### src/rtl/cpu_pkg.sv
// Shared CPU types and constants for the writeback / register-file slice.
package cpu_pkg;

    localparam int XLEN      = 64;
    localparam int NREGS     = 32;
    localparam int REG_IDX_W = 5;

    typedef logic [REG_IDX_W-1:0] reg_idx_t;
    typedef logic [XLEN-1:0]      xdata_t;

    localparam reg_idx_t ZERO_REG = '0;

endpackage

### src/rtl/wb_regfile_reg_array.sv
// Architectural register storage: NREGS x XLEN, one write port, two
// combinational read ports, async active-low clear, x0 reads as zero.
module reg_array
    import cpu_pkg::*;
#(
    parameter int XLEN  = cpu_pkg::XLEN,
    parameter int NREGS = cpu_pkg::NREGS
) (
    input  logic                 clk,
    input  logic                 rst_n,
    input  logic                 we_i,
    input  logic [REG_IDX_W-1:0] waddr_i,
    input  logic [XLEN-1:0]      wdata_i,
    input  logic [REG_IDX_W-1:0] raddr_a_i,
    input  logic [REG_IDX_W-1:0] raddr_b_i,
    output logic [XLEN-1:0]      rdata_a_o,
    output logic [XLEN-1:0]      rdata_b_o
);

    logic [NREGS-1:0][XLEN-1:0] mem_q;

    // Storage: cleared while reset is low; x0 is never written.
    always_ff @(posedge clk or negedge rst_n) begin
        if (!rst_n) begin
            mem_q <= '0;
        end else if (we_i && (waddr_i != ZERO_REG)) begin
            mem_q[waddr_i] <= wdata_i;
        end
    end

    // Read ports: index 0 is masked so x0 always reads zero.
    always_comb begin
        rdata_a_o = '0;
        rdata_b_o = '0;
        if (raddr_a_i != ZERO_REG) rdata_a_o = mem_q[raddr_a_i];
        if (raddr_b_i != ZERO_REG) rdata_b_o = mem_q[raddr_b_i];
    end

endmodule

### src/rtl/wb_regfile.sv
// Writeback stage + register file: writeback mux, commit to reg_array,
// optional WB->ID read bypass, and a wrapping retired-write counter.
// Optional feature macro: WB_REGFILE_BYPASS_EN (read bypass of WriteData).
module wb_regfile
    import cpu_pkg::*;
#(
    parameter int XLEN  = cpu_pkg::XLEN,
    parameter int NREGS = cpu_pkg::NREGS
) (
    input  logic                 clk,
    input  logic                 reset,
    input  logic [XLEN-1:0]      Result2,
    input  logic [XLEN-1:0]      Read_Data2,
    input  logic [REG_IDX_W-1:0] rd2,
    input  logic                 MemtoReg2,
    input  logic                 RegWrite2,
    input  logic [REG_IDX_W-1:0] rs1,
    input  logic [REG_IDX_W-1:0] rs2,
    output logic [XLEN-1:0]      ReadData1,
    output logic [XLEN-1:0]      ReadData2,
    output logic [XLEN-1:0]      WriteData,
    output logic [31:0]          retire_cnt
);

    logic            commit;
    logic [XLEN-1:0] arr_rd1, arr_rd2;
    logic [31:0]     retire_cnt_q, retire_cnt_d;

    assign WriteData = MemtoReg2 ? Read_Data2 : Result2;
    assign commit    = RegWrite2 && (rd2 != ZERO_REG);

    reg_array #(
        .XLEN  (XLEN),
        .NREGS (NREGS)
    ) u_reg_array (
        .clk       (clk),
        .rst_n     (reset),
        .we_i      (commit),
        .waddr_i   (rd2),
        .wdata_i   (WriteData),
        .raddr_a_i (rs1),
        .raddr_b_i (rs2),
        .rdata_a_o (arr_rd1),
        .rdata_b_o (arr_rd2)
    );

`ifdef WB_REGFILE_BYPASS_EN
    // Forward the in-flight writeback to a matching read so decode sees it this cycle.
    always_comb begin
        ReadData1 = arr_rd1;
        ReadData2 = arr_rd2;
        if (commit && (rs1 == rd2)) ReadData1 = WriteData;
        if (commit && (rs2 == rd2)) ReadData2 = WriteData;
    end
`else
    // No bypass: reads come straight from the array; hazard unit covers WB->ID.
    always_comb begin
        ReadData1 = arr_rd1;
        ReadData2 = arr_rd2;
    end
`endif

    // Retired-write counter next state: wraps naturally at 32 bits.
    always_comb begin
        retire_cnt_d = retire_cnt_q;
        if (commit) retire_cnt_d = retire_cnt_q + 32'd1;
    end

    // Retired-write counter register, cleared with the register file.
    always_ff @(posedge clk or negedge reset) begin
        if (!reset) retire_cnt_q <= '0;
        else        retire_cnt_q <= retire_cnt_d;
    end

    assign retire_cnt = retire_cnt_q;

endmodule

### config.mk
export PLATFORM = sky130hd
export DESIGN_NAME = wb_regfile
export DESIGN_NICKNAME = d
export VERILOG_FILES = /design/src/rtl/cpu_pkg.sv /design/src/rtl/wb_regfile_reg_array.sv /design/src/rtl/wb_regfile.sv
export SDC_FILE = /design/constraint.sdc
export NUM_CORES = 2
export LEC_CHECK = 0
export BUFFER_PORTS_ARGS = -buffer_cell sky130_fd_sc_hd__buf_2
export CAP_MARGIN = 20
export CORE_AREA = 2 2 469 471
export DETAILED_ROUTE_END_ITERATION = 6
export DIE_AREA = 0 0 471 473
export PLACE_DENSITY = 0.71
export SLEW_MARGIN = 20
export SYNTH_ARGS = -nofsm -noshare
export SYNTH_HDL_FRONTEND = slang
export SYNTH_SLANG_ARGS = --single-unit
export TNS_END_PERCENT = 10
### constraint.sdc
create_clock -name clk -period 3.9 [get_ports clk]
set_clock_uncertainty 0.2 [all_clocks]
set_input_delay 0.78 -clock clk [delete_from_list [all_inputs] [get_ports clk]]
set_output_delay 0.78 -clock clk [all_outputs]
set_load 0.005 [all_outputs]
=== Word level (Yosys, flattened, before mapping) ===
Index checks and enable logic that the tools add are counted.

* $add $sub $neg: 1
* Order comparisons: 4
* Muxes and demuxes: 10
* Reduce and logical (&&, ||, !) cells: 6

{| class="wikitable"
|+ Operators with widths
! kind !! count
|-
| $bwmux 2048 || 1
|-
| $bmux 64 s5 || 2
|-
| $mux 64 || 6
|-
| $demux 64 s5 || 1
|-
| $add 32x1->32 const B || 1
|-
| $lt 5x6->1 const B || 3
|-
| $reduce_bool 5->1 || 3
|-
| $ge 5x1->1 const B || 1
|-
| $logic_and 1x1->1 || 3
|}

* Register bits: 2080
* Bits of input ports: 147
* Word-level logic and storage cells: 54

=== Depth between registers and ports, before layout ===
* Word-level depth: 5
* Mapped depth: 10

=== By module ===
A second synthesis with hierarchy kept.

* Cells, all modules: 7166
* Area, all modules: 110716.2 um^2

{| class="wikitable"
|+ By module, submodules not included
! module !! instances !! cells an instance !! area each (um^2) !! sequential area each (um^2)
|-
| reg_array || 1 || 6959 || 108381.4 || 51249.2
|-
| wb_regfile || 1 || 207 || 2334.7 || 800.8
|}

=== Least setup slack after synthesis ===
OpenSTA, ideal clock, no wires.

* Kind: input to output
* Start: input rs1[1]
* End: output ReadData1[10]
* Data arrival time: 2.483 ns
* Required time: 2.920 ns
* Setup slack: 0.437 ns
* Stages: 6
* Path through: buf_4 -> buf_2 -> clkbuf_1 -> mux4_2 -> mux4_2 -> a21o_1

* Cells in the longest elaborated chain, start to end: 3
* Elaborated cells on any way between the ends: 4

{| class="wikitable"
|+ Ends and longest elaborated chain
! what !! line !! text
|-
| start, declared || wb_regfile.sv:17 || <nowiki>input logic [REG_IDX_W-1:0] rs1,</nowiki>
|-
| $bmux 64 s5 || wb_regfile_reg_array.sv:35 || <nowiki>if (raddr_a_i != ZERO_REG) rdata_a_o = mem_q[raddr_a_i];</nowiki>
|-
| $mux 64 (not written as such) || wb_regfile_reg_array.sv:35 ||
|-
| $mux 64 * || wb_regfile_reg_array.sv:35 ||
|-
| end, declared || wb_regfile.sv:19 || <nowiki>output logic [XLEN-1:0] ReadData1,</nowiki>
|}

Mark *: on every way between the ends. The rest lies on a longest branch, timed or not. The select of a mux whose other input is x is not followed.

=== Worst setup path after layout ===
* Start: input rs2[4]
* End: output ReadData2[2]

* Cells in the longest elaborated chain, start to end: 3
* Elaborated cells on any way between the ends: 4

{| class="wikitable"
|+ Ends and longest elaborated chain
! what !! line !! text
|-
| start, declared || wb_regfile.sv:18 || <nowiki>input logic [REG_IDX_W-1:0] rs2,</nowiki>
|-
| $bmux 64 s5 || wb_regfile_reg_array.sv:36 || <nowiki>if (raddr_b_i != ZERO_REG) rdata_b_o = mem_q[raddr_b_i];</nowiki>
|-
| $mux 64 (not written as such) || wb_regfile_reg_array.sv:36 ||
|-
| $mux 64 * || wb_regfile_reg_array.sv:36 ||
|-
| end, declared || wb_regfile.sv:20 || <nowiki>output logic [XLEN-1:0] ReadData2,</nowiki>
|}

Marked as above.

==> metrics <==
outcome finished with violations; failing checks negative setup slack; Relative slew margins 29.4%; Syn Area/Cell 11.5 um2; Peak Freq between 200 and 300 MHz; first-pass GRT wire length roughly 540 mm; TritonCTS clock tree done; Initial Util approximately half; initial antenna violation count 17; largest area contributor in the netlist dfrtp_1; # IOs ~370; crit path kind in -> out; largest net degree at the start of global routing 167; async set-reset flop share out of synthesis 100%; XOR/XNOR Fraction of Synth Area less than 1%; hold path cells 0; Critical Path RT 2.92 ns; reg-to-reg startpoint retire_cnt[5]; via count 82800; slowest stage cell on the critical path a31oi_2; Setup WS pre-CTS -0.374 ns; antenna viol nets, final 0; path depth of the worst reg2reg path 5; Post-Syn Nets roughly 9400; root buffer cell clkbuf_16; number of global-route vias before repair 82800; Total Wirelength about 360 mm; hold-critical path endpoint u_reg_array.mem_q[41]; CTS Sinks around 2100; fin cells between 10000 and 15000; Synth top area share about half; # DRC 0; r2r endpoint retire_cnt[19]; Final setup violation count 3; clk buf depth 3; wire per inst 29.1 um; Compound-Gate Fraction of Synth Area between 10% and 20%; Synth Area in Adders less than 1%; Mapped Area ~110000 um2; Setup WS post-layout -0.0728 ns; Tot Pwr slightly below 70 mW; Via density approximately 6.7; layout cells sized above 1 27.2%; ys flop type dfrtp_1; total congestion overflow 0; Post-DP HPWL between 200 and 250 mm; Core Area between 200000 and 250000 um2; PortBufs 370; clock transition at the registers of the reported paths approximately 0.060 ns; DIE AREA 223000 um2; first-iteration detailed-routing DRC count ~11000; critical path capture point type primary output; clk_lat worst skew just under 0.9 ns; synth warn 0; Synth area leaders dfrtp_1 (49%), mux4_2 (23%), a21oi_1 (6.1%), nor2_1 (4.8%), o21ai_0 (3.5%); DRT Pass-1 Iters 7; WP buf/inv 5; Final nets roughly 9500; Area after DPL around 110000 um2; Yosys reg bits between 2000 and 2500; part of the Yosys area used for sequential elements about half; register-to-register setup slack 1.48 ns; CP arrival between 2 and 3 ns; Min-Delay Path Class reg -> reg; Leakage around 53 nW; RSZ-0062 raised after global routing yes; minimum clock period slightly below 4 ns; cell count after synthesis around 9000; placed insts 12000; synthesis-to-finish area growth 15.7%; Max-cap violations 0; final hold violation count 0; TritonCTS Buffers 215; post-synthesis simple-gate area fraction roughly 8.0%; post-route cell area about 120000 um2; crit share post-route 102%; number of synthesized flops with an enable pin 0; CP Launch Type input port; Hold Path Origin u_reg_array.mem_q[41]; GR Util All Layers roughly 32%; H-tree Lvls 4; gpl congestion 0.884; mux contribution to synthesized area between 20% and 30%; CP max stage delay 0.40 ns; critical-path cell list buf_2, buf_12, nor2b_1, buf_4, and2_1, buf_4, a22oi_1, and3_1, a31oi_2, buf_2; pwr/cell area 552 nW/um2; Crit Path Max Fanout 14; Slew @ Worst Pin about 1.1 ns; VDD IR max ~0.58 mV; Die Height between 400 and 500 um; row cnt between 150 and 200; Util after Layout 56.3%; Max Slew Vio Count 0; cell family with most CP delay buffers and inverters; Die Wd about 470 um; combinational family with the most area after synthesis multiplexers; post-synth cell types 52
==> cell usage after synthesis (30+ instances only) <==
cell	number
mux2_2	36
a22oi_1	31
buf_6	33
o22ai_1	116
mux4_2	1083
buf_1	70
a21o_1	86
nand2_1	754
clkbuf_1	772
mux2i_1	343
dfrtp_1	2080
a21oi_1	1288
buf_2	125
nor2_1	1346
inv_1	66
o21ai_0	743
buf_4	30
==> state kept, by name (all words and copies together) (netlist names) <==
register	flops
retire_cnt	32
u_reg_array.mem_q	2048
==> layout by cell type (no fill, tap or decap), types with 65 or more instances in the layout <==
| cell type | count |
|---|---|
| mux4_2 | 1083 |
| clkbuf_16 | 219 |
| o22ai_1 | 116 |
| mux2i_1 | 275 |
| nand2_1 | 743 |
| o21ai_0 | 734 |
| buf_4 | 415 |
| nor2_1 | 1329 |
| dfrtp_1 | 2080 |
| a21oi_1 | 1287 |
| buf_2 | 360 |
| inv_1 | 65 |
| buf_12 | 192 |
| a21o_1 | 85 |
==> routing by layer <==
metal / vias to the layer above / GRT usage (%) / share of wire [%]
li1: 33800 / - / -
met1: 41900 / 42.3 / 36
met5: - / 0 / 0.044
met4: 24 / 18.3 / 6.2
met2: 5825 / 48.7 / 45
met3: 1258 / 9.43 / 13
==> timing repair <==
item	CTS	global route
pin swaps	1	2
hold endpoints to repair	93	0
resized for setup	25	27
buffers inserted	0	6
setup endpoints to repair	23	16
hold buffers	1	0
cloned	0	0
==> layout make-up <==
cell class              count  area (um2)
diodes                      9        22.5
clock buffers             311        6420
clock inverters            87        1130
fillers                 17300       95400
inverters                  67         264
multi-input cells        6038       50200
flip-flops and latches   2080       52000
well taps                2871        3590
repair buffers            985        9110
==> worst max path at each step <==
stage | to | slack [ns] | start | cells after the start
3_3_place_gp | ReadData2[59] | -0.39 | rs2[0] | 9
6_report | ReadData2[2] | -0.07 | rs2[4] | 10
5_1_grt | ReadData2[2] | -0.06 | rs2[0] | 10
2_1_floorplan | ReadData1[10] | 0.44 | rs1[1] | 6
4_1_cts | ReadData2[3] | 0.0005 | rs2[0] | 7
3_5_place_dp | ReadData2[59] | -0.37 | rs2[0] | 9
==> power breakdown <==
| part | switching (mW) | total (mW) | leakage (nW) | internal, mW |
|---|---|---|---|---|
| logic | 7.21 | 15.5 | 23.5 | 8.32 |
| registers | 3.84 | 30.1 | 25.8 | 26.3 |
| clock network | 9.05 | 22.1 | 3.76 | 13.0 |
==> cell families after synthesis <==
| logic type | after synthesis |
|---|---|
| xor gates and xnor gates | 31 |
| adders and majority gates | 1 |
| buffers and inverters | 1102 |
| DFF | 2080 |
| and+or+nand+nor | 2206 |
| AOI/OAI and AO/OA | 2338 |
| muxes | 1462 |
==> through the flow <==
stage | TNS (ns) | hold WS [ns]
floorplan | 0 | 0.225
global placement | -1.72 | 0.161
detailed placement | -1.57 | 0.163
CTS | 0 | 0.178
global route | -0.108 | 0.188
finish | -0.0808 | 0.177
Power figures use the tool's default switching activity.
